<file path="config.mk">
export PLATFORM = sky130hd
export DESIGN_NAME = march_controller_flat
export DESIGN_NICKNAME = d
export VERILOG_FILES = /design/src/rtl/march_controller_if.sv /design/src/rtl/march_controller.sv /design/src/flat_wrapper.sv
export SDC_FILE = /design/constraint.sdc
export NUM_CORES = 1
export LEC_CHECK = 0
export CAP_MARGIN = 15
export CORE_ASPECT_RATIO = 0.75
export CORE_MARGIN = 1.5
export CORE_UTILIZATION = 30
export DETAILED_ROUTE_END_ITERATION = 10
export GPL_TIMING_DRIVEN = 0
export PLACE_DENSITY_LB_ADDON = 0.12
export SLEW_MARGIN = 20
export SYNTH_ARGS = -nofsm -noshare
export SYNTH_HDL_FRONTEND = slang
export SYNTH_SLANG_ARGS = --single-unit
</file>
<file path="constraint.sdc">
create_clock -name clk -period 5.23 [get_ports clk]
set_input_delay 0.7845 -clock clk [delete_from_list [all_inputs] [get_ports clk]]
set_output_delay 0.7845 -clock clk [all_outputs]
set_load 0.01 [all_outputs]
</file>
<file path="src/rtl/march_controller_if.sv">
// March C- controller bus bundle.
// Groups the run handshake (start/busy/done), the fault report (fail, fail_addr,
// fail_element), the downstream address-generator controls and the memory
// strobes/data. clk and reset stay plain ports on the modules.
//   master : controller side (drives address controls, memory strobes, status)
//   slave  : environment side (drives start, address, mem_rdata)
interface march_controller_if #(
  parameter int unsigned a_width = 4,
  parameter int unsigned d_width = 8
) ();
  logic               start;
  logic [a_width-1:0] address;
  logic               addr_reset;
  logic               addr_preset;
  logic               addr_en;
  logic               addr_up_down;
  logic               mem_we;
  logic               mem_re;
  logic [d_width-1:0] mem_wdata;
  logic [d_width-1:0] mem_rdata;
  logic               busy;
  logic               done;
  logic               fail;
  logic [a_width-1:0] fail_addr;
  logic [2:0]         fail_element;

  modport master (
    input  start, address, mem_rdata,
    output addr_reset, addr_preset, addr_en, addr_up_down,
    output mem_we, mem_re, mem_wdata,
    output busy, done, fail, fail_addr, fail_element
  );

  modport slave (
    output start, address, mem_rdata,
    input  addr_reset, addr_preset, addr_en, addr_up_down,
    input  mem_we, mem_re, mem_wdata,
    input  busy, done, fail, fail_addr, fail_element
  );
endinterface

</file>
<file path="src/rtl/march_controller.sv">
// March C- memory test controller.
// Runs M0 up(w0); M1 up(r0,w1); M2 up(r1,w0); M3 down(r0,w1); M4 down(r1,w0);
// M5 up(r0) over 2^a_width locations, steering an external address generator.
// Ports:
//   clk    : single clock, rising edge
//   reset  : synchronous active-high reset
//   bus    : march_controller_if.master (start/busy/done, fail report,
//            address-generator controls, memory strobes and data)
// Read data returns in the cycle after mem_re; the expected value, element and
// address of each read are registered with mem_re and compared in that cycle.
module march_controller #(
  parameter int unsigned a_width = 4,
  parameter int unsigned d_width = 8
) (
  input logic                clk,
  input logic                reset,
  march_controller_if.master bus
);

  typedef enum logic [2:0] {StIdle, StSetup, StOp0, StOp1, StDrain, StDone} state_e;

  state_e             state_q, state_d;
  logic [2:0]         elem_q, elem_d;
  logic               fail_q, fail_d;
  logic [a_width-1:0] fail_addr_q, fail_addr_d;
  logic [2:0]         fail_elem_q, fail_elem_d;
  logic               rd_pend_q, rd_pend_d;
  logic [d_width-1:0] rd_exp_q, rd_exp_d;
  logic [a_width-1:0] rd_addr_q, rd_addr_d;
  logic [2:0]         rd_elem_q, rd_elem_d;

  logic               elem_up, elem_two_op, op0_read_ones, op1_write_ones;
  logic               last_addr, start_ok, mismatch, addr_last_op;
  logic               addr_reset, addr_preset, addr_en, addr_up_down;
  logic               mem_we, mem_re, busy, done;
  logic [d_width-1:0] mem_wdata;

  // Element decode: M3/M4 run downward, M1..M4 have two operations.
  assign elem_up        = (elem_q != 3'd3) && (elem_q != 3'd4);
  assign elem_two_op    = (elem_q >= 3'd1) && (elem_q <= 3'd4);
  assign op0_read_ones  = (elem_q == 3'd2) || (elem_q == 3'd4);
  assign op1_write_ones = (elem_q == 3'd1) || (elem_q == 3'd3);
  assign last_addr      = elem_up ? (&bus.address) : (~|bus.address);

  assign start_ok = bus.start && ((state_q == StIdle) || (state_q == StDone));
  assign mismatch = rd_pend_q && (bus.mem_rdata != rd_exp_q);

  always_comb begin
    state_d      = state_q;
    elem_d       = elem_q;
    addr_reset   = 1'b0;
    addr_preset  = 1'b0;
    addr_en      = 1'b0;
    addr_up_down = 1'b0;
    mem_we       = 1'b0;
    mem_re       = 1'b0;
    mem_wdata    = '0;
    busy         = 1'b0;
    done         = 1'b0;
    addr_last_op = 1'b0;

    unique case (state_q)
      StIdle, StDone: begin
        done = (state_q == StDone);
        if (bus.start) begin
          state_d = StSetup;
          elem_d  = 3'd0;
        end
      end
      StSetup: begin
        busy         = 1'b1;
        addr_reset   = elem_up;
        addr_preset  = !elem_up;
        addr_up_down = elem_up;
        state_d      = StOp0;
      end
      StOp0: begin
        busy         = 1'b1;
        addr_up_down = elem_up;
        if (elem_q == 3'd0) begin
          mem_we = 1'b1;
        end else begin
          mem_re = 1'b1;
        end
        if (elem_two_op) begin
          state_d = StOp1;
        end else begin
          addr_last_op = 1'b1;
        end
      end
      StOp1: begin
        busy         = 1'b1;
        addr_up_down = elem_up;
        mem_we       = 1'b1;
        mem_wdata    = {d_width{op1_write_ones}};
        addr_last_op = 1'b1;
      end
      StDrain: begin
        busy    = 1'b1;
        state_d = StDone;
      end
      default: state_d = StIdle;
    endcase

    // Last operation at an address: step, or leave the element at its end.
    if (addr_last_op) begin
      if (last_addr) begin
        if (elem_q == 3'd5) begin
          state_d = StDrain;
        end else begin
          state_d = StSetup;
          elem_d  = elem_q + 3'd1;
        end
      end else begin
        addr_en = 1'b1;
        state_d = StOp0;
      end
    end
  end

  always_comb begin
    fail_d      = fail_q;
    fail_addr_d = fail_addr_q;
    fail_elem_d = fail_elem_q;
    rd_pend_d   = mem_re;
    rd_exp_d    = {d_width{op0_read_ones}};
    rd_addr_d   = bus.address;
    rd_elem_d   = elem_q;
    if (start_ok) begin
      fail_d      = 1'b0;
      fail_addr_d = '0;
      fail_elem_d = '0;
    end else if (mismatch && !fail_q) begin
      // Only the first mismatch of a run is recorded.
      fail_d      = 1'b1;
      fail_addr_d = rd_addr_q;
      fail_elem_d = rd_elem_q;
    end
  end

  always_ff @(posedge clk) begin
    if (reset) begin
      state_q     <= StIdle;
      elem_q      <= '0;
      fail_q      <= 1'b0;
      fail_addr_q <= '0;
      fail_elem_q <= '0;
      rd_pend_q   <= 1'b0;
      rd_exp_q    <= '0;
      rd_addr_q   <= '0;
      rd_elem_q   <= '0;
    end else begin
      state_q     <= state_d;
      elem_q      <= elem_d;
      fail_q      <= fail_d;
      fail_addr_q <= fail_addr_d;
      fail_elem_q <= fail_elem_d;
      rd_pend_q   <= rd_pend_d;
      rd_exp_q    <= rd_exp_d;
      rd_addr_q   <= rd_addr_d;
      rd_elem_q   <= rd_elem_d;
    end
  end

  assign bus.addr_reset   = addr_reset;
  assign bus.addr_preset  = addr_preset;
  assign bus.addr_en      = addr_en;
  assign bus.addr_up_down = addr_up_down;
  assign bus.mem_we       = mem_we;
  assign bus.mem_re       = mem_re;
  assign bus.mem_wdata    = mem_wdata;
  assign bus.busy         = busy;
  assign bus.done         = done;
  assign bus.fail         = fail_q;
  assign bus.fail_addr    = fail_addr_q;
  assign bus.fail_element = fail_elem_q;

endmodule

</file>
<file path="src/flat_wrapper.sv">
// flat-port wrapper written by rule: the top's interface ports become plain ports
module march_controller_flat 
#(
  parameter int unsigned a_width = 4,
  parameter int unsigned d_width = 8
)
  (clk, reset, bus_start, bus_address, bus_mem_rdata, bus_addr_reset, bus_addr_preset, bus_addr_en, bus_addr_up_down, bus_mem_we, bus_mem_re, bus_mem_wdata, bus_busy, bus_done, bus_fail, bus_fail_addr, bus_fail_element);
  march_controller_if #(.a_width(a_width), .d_width(d_width)) bus_i ();
  input logic clk;
  input logic reset;
  input wire logic [$bits(bus_i.start)-1:0] bus_start;
  input wire logic [$bits(bus_i.address)-1:0] bus_address;
  input wire logic [$bits(bus_i.mem_rdata)-1:0] bus_mem_rdata;
  output wire logic [$bits(bus_i.addr_reset)-1:0] bus_addr_reset;
  output wire logic [$bits(bus_i.addr_preset)-1:0] bus_addr_preset;
  output wire logic [$bits(bus_i.addr_en)-1:0] bus_addr_en;
  output wire logic [$bits(bus_i.addr_up_down)-1:0] bus_addr_up_down;
  output wire logic [$bits(bus_i.mem_we)-1:0] bus_mem_we;
  output wire logic [$bits(bus_i.mem_re)-1:0] bus_mem_re;
  output wire logic [$bits(bus_i.mem_wdata)-1:0] bus_mem_wdata;
  output wire logic [$bits(bus_i.busy)-1:0] bus_busy;
  output wire logic [$bits(bus_i.done)-1:0] bus_done;
  output wire logic [$bits(bus_i.fail)-1:0] bus_fail;
  output wire logic [$bits(bus_i.fail_addr)-1:0] bus_fail_addr;
  output wire logic [$bits(bus_i.fail_element)-1:0] bus_fail_element;
  assign bus_i.start = bus_start;
  assign bus_i.address = bus_address;
  assign bus_i.mem_rdata = bus_mem_rdata;
  assign bus_addr_reset = bus_i.addr_reset;
  assign bus_addr_preset = bus_i.addr_preset;
  assign bus_addr_en = bus_i.addr_en;
  assign bus_addr_up_down = bus_i.addr_up_down;
  assign bus_mem_we = bus_i.mem_we;
  assign bus_mem_re = bus_i.mem_re;
  assign bus_mem_wdata = bus_i.mem_wdata;
  assign bus_busy = bus_i.busy;
  assign bus_done = bus_i.done;
  assign bus_fail = bus_i.fail;
  assign bus_fail_addr = bus_i.fail_addr;
  assign bus_fail_element = bus_i.fail_element;
  march_controller #(.a_width(a_width), .d_width(d_width)) u_core (.clk(clk), .reset(reset), .bus(bus_i));
endmodule
</file>
==> results of run 1 <==
-- cells by family after synthesis --
kind of cell	Yosys count	share of synthesized area
compound gates	14	0.0786
simple gates	64	0.275
fa+ha+maj	6	0.0616
xor+xnor	2	0.0149
buf+inv	18	0.0861
mux	10	0.0925
flops	23	0.391
-- layer usage --
layer | global-route usage | vias to the layer above | wire (microns)
li1 | - | 545 | -
met1 | 0.163 | 472 | 1240
met2 | 0.195 | 27 | 1150
met3 | 0.0389 | 2 | 152
met4 | 0.0230 | 0 | 16
met5 | 0 | - | 0
-- Yosys cell counts --
cell / count / area share
a21oi_1: 6 / 0.026
a21oi_2: 2 / 0.015
a22o_1: 1 / 0.0074
and2_1: 1 / 0.0053
and3_1: 1 / 0.0053
and4_1: 1 / 0.0074
buf_2: 3 / 0.013
buf_4: 8 / 0.051
clkbuf_1: 2 / 0.0064
dfxtp_1: 23 / 0.39
ha_1: 5 / 0.053
inv_1: 5 / 0.016
maj3_1: 1 / 0.0085
mux2_4: 1 / 0.013
mux2i_1: 8 / 0.068
mux2i_2: 1 / 0.012
nand2_1: 21 / 0.067
nand3_1: 2 / 0.0085
nand4_1: 1 / 0.0053
nor2_1: 10 / 0.032
nor2b_1: 8 / 0.043
nor3_1: 9 / 0.038
nor3b_1: 3 / 0.019
nor4_1: 4 / 0.021
nor4bb_1: 1 / 0.0085
o21a_1: 3 / 0.019
o21ai_0: 1 / 0.0042
o311ai_0: 1 / 0.0074
or3_1: 1 / 0.0053
or4_4: 1 / 0.0096
xnor2_1: 2 / 0.015
-- worst min-delay path by stage --
stage / start / end / cells after the start
2_1_floorplan: u_core.rd_addr_q[0]$_SDFF_PP0_ / u_core.bus.fail_addr[0]$_SDFFE_PP0P_ / 2
3_3_place_gp: u_core.rd_addr_q[2]$_SDFF_PP0_ / u_core.bus.fail_addr[2]$_SDFFE_PP0P_ / 2
3_5_place_dp: u_core.rd_elem_q[0]$_SDFF_PP0_ / u_core.bus.fail_element[0]$_SDFFE_PP0P_ / 2
4_1_cts: u_core.rd_elem_q[0]$_SDFF_PP0_ / u_core.bus.fail_element[0]$_SDFFE_PP0P_ / 2
5_1_grt: u_core.rd_elem_q[1]$_SDFF_PP0_ / u_core.bus.fail_element[1]$_SDFFE_PP0P_ / 2
6_report: u_core.rd_elem_q[0]$_SDFF_PP0_ / u_core.bus.fail_element[0]$_SDFFE_PP0P_ / 2
-- critical path, stage by stage --
cell and delay [ns]:
clkdlybuf4s50_1 0.42, and4_1 0.22, mux2i_2 0.40, nor3b_1 0.24, clkdlybuf4s50_1 0.56
-- placed cells by master, fill, tap and decap left out, drive strengths merged, types with 3 or more instances in the layout --
| cell type | instances |
|---|---|
| a21oi | 8 |
| buf | 11 |
| clkbuf | 6 |
| clkdlybuf4s50 | 38 |
| dfxtp | 23 |
| ha | 5 |
| inv | 5 |
| mux2i | 9 |
| nand2 | 21 |
| nor2 | 10 |
| nor2b | 8 |
| nor3 | 9 |
| nor3b | 3 |
| nor4 | 4 |
| o21a | 3 |
-- area by class of cell --
cell class,count,area share
Multi-Input combinational cell,96,0.369
Clock buffer,4,0.0270
Tap cell,52,0.0390
Timing Repair Buffer,38,0.228
Buffer,13,0.0495
Sequential cell,23,0.276
Inverter,5,0.0113
-- per-stage QoR --
step	power, mW	setup slack (ns)
after floorplan	0.245	2.81
after global placement	0.291	1.82
after detailed placement	0.291	1.80
after CTS	0.397	1.80
after global routing	0.414	1.73
final	0.394	1.82
-- power by group through the flow --
stage	Combinational (mW)	Clock, mW	Sequential, mW
finish	0.101	0.107	0.186
floorplan	0.0567	0	0.189
detailed placement	0.101	0	0.190
global placement	0.101	0	0.190
CTS	0.102	0.109	0.185
global route	0.112	0.115	0.186
-- state kept, by name, indices dropped and copies added (netlist names) --
name / count
u_core.elem_q: 3
u_core.bus.fail_element: 3
u_core.bus.fail_addr: 4
u_core.state_q: 3
u_core.rd_pend_q: 1
u_core.rd_exp_q: 1
u_core.rd_addr_q: 4
u_core.bus.fail: 1
u_core.rd_elem_q: 3
==> impl_metrics.yaml, run 1 <==
timing:
  finalSetupViolCount: 0
  rsz0062_at_grt: "no"
  hold_viol: 0
  holdWs_ns: 0.441
  tns_ns: 0
  worst_pin_slew_ns: 0.908
  final.setup_skew_ns: 0.00359
  fin_crit_sh: 0.652
  min_period_ns: 3.41
  drv_slew: 0
  slew_headroom: 0.387
  fmax_mhz: 293
layout:
  fin_cells: 231
  final_util: 0.450
  drive_above_1_share: 0.106
  seqCellArea_sq_um: 460
  multi_input_area_sq_um: 616
  fin_nets: 200
  fin_area_sq_um: 1670
  area_growth_pct: 41.7
  n_fill_cell: 391
  diodes: 0
floorplan:
  die_w_microns: 75.3
  die-area_sq_um: 4310
  rows: 19
  fp.coreArea_sq_um: 3710
  die_h_microns: 57.3
  ioPinCount: 39
  floorplan.initialDensity: 0.317
clock_network:
  numCtsBuffers: 3
  cts-htree-levels: 1
  post_cts_resized: 0
  postCtsHoldBufs: 0
  clock_path_buffers: 2
  cts_setup_buffers: 0
  clk_pin_slew_ns: 0.07
  clkLatencyLatePin_ns: 0.26
  cts_tree: "done"
  clock_sinks: 23
  clockRootBuffer: "clkbuf_8"
place:
  dp.cells: 227
  place_area_sq_um: 1620
  dp_hpwl_microns: 2040
  gp_congestion: 0.768
  io_buffers: 38
drt:
  wl_microns: 2560
  vias: 1046
  viasPerCell: 4.53
  drt_iter0_drc: 27
  drc: 0
  ant_nets: 0
  firstDrtPassIters: 4
  routedWlPerCell_microns: 11.1
critical_path:
  cp_max_fo: 9
  cp-startpoint: "bus_address[2]"
  endpoint: "bus_addr_en"
  worstReg2RegStart: "u_core.elem_q[0]$_SDFF_PP0_"
  crit_type: "in -> out"
  r2r_slack_ns: 3.14
  required_ns: 4.45
  r2r_cells: 6
  cp.arrival_ns: 2.63
  r2r_end: "u_core.elem_q[2]$_SDFF_PP0_"
  start_kind: "input port"
  worstSetupEndpointType: "output port"
power_and_ir_drop:
  p_seq_frac: 0.472
  comb_power_share: 0.257
  vdd_drop_max_mv: 0.177
  leakage_nw: 0.589
  intPower_uw: 286
  p_per_area_nw_per_um2: 236
  p_sw_frac: 0.273
  pwr-share-clk: 0.271
  power_switching_uw: 107
logic_synthesis:
  yosys_warnings: 0
  synth_nets: 157
  synth_area_sq_um: 1180
  synth-seq-cells: 23
  synth.distinct_cells: 31
  netlist_instances: 137
  ys_seq_area_frac: 0.391
  avgSynthCellArea_sq_um: 8.59
global_route:
  antenna_found_initial: 0
  first_global_vias: 944
  grt_util_all_layers: 0.122
  overflow: 0
  grt_max_degree: 13
  grt_pass1_wl_microns: 4020
outcome:
  status: "complete, no violations"
worst_hold_path:
  hold_class: "reg -> reg"
job:
  drv_cap: 0
Power figures use the tool's default switching activity.
==> run 2, diff against run 1 <==
Clock period 5.23 ns to 3.1 ns, I/O delays scaled along.
==> impl_metrics.yaml, run 2 (synthesis results as in run 1) <==
timing:
  rsz0062_at_grt: "no"
  fmax_mhz: 343
  fin_crit_sh: 0.940
  drv_slew: 0
  slew_headroom: 0.401
  final.setup_skew_ns: 0.00467
  hold_viol: 0
  worst_pin_slew_ns: 0.888
  tns_ns: 0
  min_period_ns: 2.91
  fin_ws_ns: 0.186
  holdWs_ns: 0.441
  finalSetupViolCount: 0
global_route:
  grt_util_all_layers: 0.122
  first_global_vias: 944
  antenna_found_initial: 0
  grt_pass1_wl_microns: 4020
  grt_max_degree: 13
  overflow: 0
floorplan:
  die-area_sq_um: 4310
  fp.coreArea_sq_um: 3710
  die_w_microns: 75.3
  floorplan.initialDensity: 0.317
  ioPinCount: 39
  die_h_microns: 57.3
  rows: 19
layout:
  n_fill_cell: 389
  final_cell_mix: "38 x clkdlybuf4s50_1, 23 x dfxtp_1, 21 x nand2_1"
  area_growth_pct: 42.8
  drive_above_1_share: 0.112
  final_common_cell: "clkdlybuf4s50_1"
  fin_nets: 200
  diodes: 0
critical_path:
  cp-startpoint: "u_core.elem_q[0]$_SDFF_PP0_"
  worstReg2RegStart: "u_core.elem_q[0]$_SDFF_PP0_"
  r2r_end: "u_core.elem_q[2]$_SDFF_PP0_"
  cp.arrival_ns: 2.45
  cp_max_fo: 9
  start_kind: "flop"
  worstSetupEndpointType: "output port"
  r2r_slack_ns: 1.00
  crit_type: "reg -> out"
  required_ns: 2.63
  r2r_cells: 6
clock_network:
  cts_setup_buffers: 0
  numCtsBuffers: 3
  cts_tree: "done"
  clkLatencyLatePin_ns: 0.26
  clock_sinks: 23
  cts-htree-levels: 1
  clock_path_buffers: 2
  clockRootBuffer: "clkbuf_8"
  postCtsHoldBufs: 0
  clk_pin_slew_ns: 0.08
place:
  io_buffers: 38
  dp_hpwl_microns: 2040
  dp_slack_ns: 0.312
  gp_congestion: 0.768
worst_hold_path:
  min_from: "u_core.rd_elem_q[0]$_SDFF_PP0_"
  hold_end: "u_core.bus.fail_element[0]$_SDFFE_PP0P_"
  hold_path_depth: 2
  hold_class: "reg -> reg"
power_and_ir_drop:
  p_per_area_nw_per_um2: 396
  leakage_nw: 0.591
  p_total_uw: 667
  vdd_drop_max_mv: 0.300
drt:
  ant_nets: 0
  drt_iter0_drc: 25
  routedWlPerCell_microns: 11.1
  firstDrtPassIters: 4
  wl_microns: 2570
  vias: 1040
  drc: 0
  viasPerCell: 4.50
job:
  drv_cap: 0
outcome:
  status: "complete, no violations"
[run 2: cell types whose count changed in the layout (fill, tap and decap cells not counted)]
cell     delta
mux2i_2     -1
nor3_2      +1
nor3_1      -1
mux2i_4     +1
[run 2: area by class of cell]
cell class	instances	area, sq um	share of cell area
timing repair buffer	38	380	0.226
inverter	5	18.8	0.0112
multi-input combinational	96	629	0.374
buffer	13	82.6	0.0491
tap	52	65.1	0.0387
sequential	23	460	0.274
clock buffer	4	45.0	0.0268
[run 2: worst max-delay path, stage by stage, from the launching register on]
cell             delay, ns
dfxtp_1               0.39
inv_1                 0.12
ha_1                  0.26
mux2_4                0.32
mux2i_4               0.31
nor3b_1               0.23
clkdlybuf4s50_1       0.56
[run 2: what timing repair did]
| item | 4_1_cts | 5_1_grt |
|---|---|---|
| endpoints found under the hold margin | 0 | 0 |
| resized for setup | 0 | 2 |
| setup endpoints to repair | 0 | 8 |
[run 2: worst max path at each step]
stage                  end  slack [ns]  cells past startpoint
6_report       bus_addr_en        0.19                      6
5_1_grt        bus_addr_en        0.07                      6
4_1_cts        bus_addr_en        0.06                      6
3_5_place_dp   bus_addr_en        0.31                      5
3_3_place_gp   bus_addr_en        0.33                      5
2_1_floorplan  bus_addr_en        1.00                      5
[run 2: through the flow]
step / area, sq um / util / instances
2_1_floorplan: 1180 / - / 137
3_3_place_gp: 1620 / 0.438 / 227
3_5_place_dp: 1620 / 0.438 / 227
4_1_cts: 1670 / 0.450 / 231
5_1_grt: 1680 / 0.453 / 231
6_report: 1680 / 0.453 / 231
[run 2: per-layer routing]
| metal | vias up | global-route usage | share of wire |
|---|---|---|---|
| li1 | 543 | - | - |
| met1 | 469 | 0.163 | 0.49 |
| met2 | 26 | 0.195 | 0.45 |
| met3 | 2 | 0.0389 | 0.058 |
| met4 | 0 | 0.0230 | 0.0062 |
| met5 | - | 0 | 0 |
[run 2: power by group]
part | internal (mW) | switching (mW) | total [mW]
logic | 0.0853 | 0.0870 | 0.172
registers | 0.306 | 0.00690 | 0.313
clock network | 0.0916 | 0.0894 | 0.181
==> run 3, diff against run 2 <==
Settings changed: SETUP_SLACK_MARGIN from default to 0.4.
==> impl_metrics.yaml, run 3 (synthesis results as in run 1) <==
timing:
  slew_headroom: 0.315
  hold_viol: 0
  rsz0062_at_grt: "no"
  holdWs_ns: 0.441
  worst_pin_slew_ns: 1.02
  finalSetupViolCount: 0
  final.setup_skew_ns: 0.00506
  fmax_mhz: 397
  fin_crit_sh: 0.812
  fin_ws_ns: 0.582
  min_period_ns: 2.52
  drv_slew: 0
  tns_ns: 0
critical_path:
  critical_path_cell_count: 5
  r2r_cells: 7
  cp_slowest_cell: "clkdlybuf4s50_1"
  cp-startpoint: "u_core.elem_q[0]$_SDFF_PP0_"
  crit_family: "buffers and inverters"
  slowest_delay_ns: 0.56
  worstReg2RegStart: "u_core.elem_q[0]$_SDFF_PP0_"
  crit_chain: "inv_1 > ha_1 > mux2_4 > nor3_1 > clkdlybuf4s50_1"
  crit_type: "reg -> out"
  path_buf_inv: 2
  r2r_slack_ns: 0.94
  required_ns: 2.63
  r2r_end: "u_core.elem_q[2]$_SDFF_PP0_"
  start_kind: "flop"
  cp_max_fo: 4
  cp.arrival_ns: 2.05
  worstSetupEndpointType: "output port"
  endpoint: "bus_addr_reset"
power_and_ir_drop:
  vdd_drop_max_mv: 0.303
  leakage_nw: 0.628
  comb_power_share: 0.261
  p_seq_frac: 0.468
  power_switching_uw: 186
  p_total_uw: 669
  intPower_uw: 484
  pwr-share-clk: 0.271
  p_per_area_nw_per_um2: 392
  p_sw_frac: 0.278
global_route:
  overflow: 0
  grt_pass1_wl_microns: 4030
  grt_util_all_layers: 0.122
  grt_max_degree: 13
  antenna_found_initial: 0
  first_global_vias: 939
drt:
  vias: 1053
  viasPerCell: 4.52
  ant_nets: 0
  wl_microns: 2600
  routedWlPerCell_microns: 11.2
  drc: 0
  firstDrtPassIters: 4
  drt_iter0_drc: 25
clock_network:
  clock_path_buffers: 2
  clkLatencyLatePin_ns: 0.26
  clock_sinks: 23
  cts-htree-levels: 1
  numCtsBuffers: 3
  cts_tree: "done"
  clockRootBuffer: "clkbuf_8"
  postCtsHoldBufs: 0
  clk_pin_slew_ns: 0.08
floorplan:
  ioPinCount: 39
  rows: 19
  die-area_sq_um: 4310
  die_h_microns: 57.3
  fp.coreArea_sq_um: 3710
  die_w_microns: 75.3
  floorplan.initialDensity: 0.317
outcome:
  status: "complete, no violations"
layout:
  area_growth_pct: 45.1
  diodes: 0
  drive_above_1_share: 0.133
  final_cell_mix: "37 x clkdlybuf4s50_1, 21 x nand2_1, 21 x dfxtp_1"
  final_common_cell: "clkdlybuf4s50_1"
  fin_nets: 202
place:
  dp_slack_ns: 0.312
  io_buffers: 38
  gp_congestion: 0.768
  dp_hpwl_microns: 2040
job:
  drv_cap: 0
worst_hold_path:
  hold_class: "reg -> reg"
run 3: per-layer routing:
metal	vias to the layer above	wire, microns	global-route usage
met2	26	1180	0.194
met1	478	1260	0.164
met5	-	0	0
li1	547	-	-
met4	0	16	0.0230
met3	2	146	0.0389
run 3: area by class of cell:
class | count | area [sq um]
flip-flops and latches | 23 | 463
inverters | 5 | 18.8
repair buffers | 40 | 398
clock buffers | 4 | 45.0
well taps | 52 | 65.1
multi-input cells | 96 | 636
fillers | 382 | 2000
plain buffers | 13 | 82.6
run 3: what timing repair did:
action	in CTS	in global routing
setup buffers	0	2
endpoints found under the hold margin	0	0
gates cloned	0	0
resized for setup	2	4
endpoints found under the setup margin	9	10
run 3: tightest hold or removal path, stage by stage (launching register included):
cell,delay [ns]
dfxtp_1,0.30
nand2_1,0.04
mux2i_1,0.05
run 3: worst min path at each step:
| stage | to | slack (ns) | from | cells past startpoint |
|---|---|---|---|---|
| floorplan | u_core.bus.fail_addr[0]$_SDFFE_PP0P_ | 0.42 | u_core.rd_addr_q[0]$_SDFF_PP0_ | 2 |
| finish | u_core.bus.fail_element[0]$_SDFFE_PP0P_ | 0.44 | u_core.rd_elem_q[0]$_SDFF_PP0_ | 2 |
| CTS | u_core.bus.fail_element[0]$_SDFFE_PP0P_ | 0.45 | u_core.rd_elem_q[0]$_SDFF_PP0_ | 2 |
| global placement | u_core.bus.fail_addr[2]$_SDFFE_PP0P_ | 0.44 | u_core.rd_addr_q[2]$_SDFF_PP0_ | 2 |
| detailed placement | u_core.bus.fail_element[0]$_SDFFE_PP0P_ | 0.44 | u_core.rd_elem_q[0]$_SDFF_PP0_ | 2 |
| global route | u_core.bus.fail_element[1]$_SDFFE_PP0P_ | 0.46 | u_core.rd_elem_q[1]$_SDFF_PP0_ | 2 |
run 3: stage by stage:
stage	utilization	instances	cell area, sq um
finish	0.461	233	1710
detailed placement	0.438	227	1620
CTS	0.453	231	1680
global placement	0.438	227	1620
global route	0.461	233	1710
floorplan	-	137	1180
run 3: power by group through the flow:
stage / registers (mW) / logic [mW] / clock network (mW)
after floorplan: 0.318 / 0.0956 / 0
after global placement: 0.320 / 0.171 / 0
after detailed placement: 0.320 / 0.171 / 0
after CTS: 0.313 / 0.174 / 0.184
after global routing: 0.315 / 0.193 / 0.194
final: 0.313 / 0.175 / 0.181
==> variant: new RTL, config.mk and constraints of run 2 <==
`fail_addr_q` no longer has a reset.
--- a/src/rtl/march_controller.sv
+++ b/src/rtl/march_controller.sv
@@ -145,3 +145,2 @@
       fail_q      <= 1'b0;
-      fail_addr_q <= '0;
       fail_elem_q <= '0;
@@ -155,3 +154,2 @@
       fail_q      <= fail_d;
-      fail_addr_q <= fail_addr_d;
       fail_elem_q <= fail_elem_d;
@@ -162,2 +160,6 @@
     end
+  end
+
+  always_ff @(posedge clk) begin
+    fail_addr_q <= fail_addr_d;
   end
Check against the original RTL: differs if reset is asserted again (counterexample within 10 cycles, from zero or initial values and one cycle with reset high); with reset held inactive, the same outputs for 10 cycles.
==> variant against run 2 <==
Worst setup slack lost 0.0060 ns; wire length grew 5.6%; clock skew grew 0.0041 ns; via count shrank 0.19%; sequential cell count is the same; critical path depth grew 1; power grew 0.24%; area after synthesis grew 1.3%; final area grew 0.37%; core utilization shrank 0.12 points; critical path type unchanged; sequential power shrank 2%; sequential share of layout area shrank 0.10 points.
==> variant: results (changes against run 2) <==
* Final GP Congestion at 0.8081 (+5.3%)
* Pint at 0.4803 mW (-0.60%)
* Post-layout nets at 198 (-1.0%)
* Clock Skew at 0.008795 ns (+0.004121 ns)
* Met2 Use GR at 21.12% (+1.6 points)
* DRT iter0 DRCs at 23 (-8.0%)
* Compound-Gate Fraction of Synth Area at 6.506% (-1.4 points)
* Metal3 WL at 168 µm (+14%)
* Fraction of synthesized cell area in xor and xnor cells at 1.469% (-0.019 points)
* Top Layer Used: met4
* Worst-Margin Slew at 0.6267 ns (-0.2609 ns)
* Hpwl dp at 2065 µm (+1.1%)
* Syn nets at 155 (-1.3%)
* Combinational power share at 25.7% (-0.2 points)
* Post-DP Area at 1638 µm² (+0.92%)
* Hold slack at 0.4345 ns (-0.006634 ns)
* Root buffer cell: clkbuf_8
* Crit path max fanout at 5 (-4)
* Vias per Instance at 4.533 (+0.68%)
* Static Leak at 0.6085 nW (+3.1%)
* Number of global-route vias before repair at 1009 (+6.9%)
* First-pass GRT wire length at 4312 µm (+7.2%)
* HP Start: u_core.rd_elem_q[2]$_SDFF_PP0_
* End of the worst hold path: u_core.bus.fail_element[2]$_SDFFE_PP0P_
* Met1 WL at 1301 µm (+3.5%)
* Clock group at 0.189 mW (+4%)
* Met2 routed WL at 1216 µm (+5.7%)
* Distinct cells, synth at 34 (+9.7%)
* CP max stage delay at 0.54 ns (-0.02 ns)
* Post-synth top cells: dfxtp_1, nand2_1, mux2i_1, nor2_1, nor2b_1
* Worst R2R Setup Slack at 0.96 ns (-0.04 ns)
* Sw frac at 28.11% (+0.61 points)
* Non-Filler Instances at 229 (-0.87%)
* Routed length per instance at 11.86 µm (+6.5%)
* Worst VDD drop at 217.1 µV (-28%)
* Synth area leaders: dfxtp_1, mux2i_1, nand2_1
* Grt met1 use at 16.59% (+0.31 points)
* Sequential area share after synthesis at 38.61% (-0.49 points)
* Layout cells sized above 1 at 11.86% (+0.69 points)
* Pre-CTS setup slack at 0.3801 ns (+0.06838 ns)
* HP Class: flop to flop
* GRT Resource Usage Total at 13.12% (+0.91 points)
* Adder-Cell Fraction of Synth Area at 6.086% (-0.078 points)
* Status: completed
* Syn Area/Cell at 8.833 µm² (+2.8%)
[variant: cell types whose count changed after synthesis, sizes merged, moves of 2 or more]
cell   delta
a21oi     -3
nor3      -3
and2      +2
nand2     +2
nor4      -2
o31ai     +2
[variant: worst max path at each step]
stage | start | to | slack [ns]
CTS | u_core.elem_q[0]$_SDFF_PP0_ | bus_mem_wdata[1] | 0.06
global placement | bus_address[3] | bus_addr_en | 0.46
global route | u_core.elem_q[0]$_SDFF_PP0_ | bus_addr_en | 0.02
detailed placement | u_core.elem_q[0]$_SDFF_PP0_ | bus_mem_wdata[1] | 0.38
floorplan | u_core.elem_q[0]$_SDFF_PP0_ | bus_mem_wdata[1] | 0.98
finish | u_core.elem_q[0]$_SDFF_PP0_ | bus_addr_en | 0.18
[variant: cell type report]
| cell class | instances | area, µm² | share of cell area, % |
|---|---|---|---|
| Multi-Input combinational cell | 95 | 635.6 | 37.66 |
| Inverter | 5 | 18.77 | 1.112 |
| Tap cell | 52 | 65.06 | 3.855 |
| Buffer | 12 | 82.58 | 4.893 |
| Sequential cell | 23 | 460.4 | 27.28 |
| Timing Repair Buffer | 38 | 380.4 | 22.54 |
| Clock buffer | 4 | 45.04 | 2.669 |
[variant: worst max-delay path: cells and delay by family (launching register included)]
| family | cells | cell delay (ns) |
|---|---|---|
| buffers and inverters | 3 | 0.72 |
| multiplexers | 2 | 0.70 |
| flip-flops | 1 | 0.40 |
| adder cells (fa/ha/maj) | 1 | 0.26 |
| AND/OR/NAND/NOR | 1 | 0.11 |
[variant: logic make-up (layout without fill, tap and decap cells)]
group | count (synthesis) | in the layout
flops | 23 | 23
compound gates | 11 | 11
simple gates | 64 | 64
buf+inv | 17 | 59
mux | 12 | 12
xor+xnor | 2 | 2
fa+ha+maj | 6 | 6
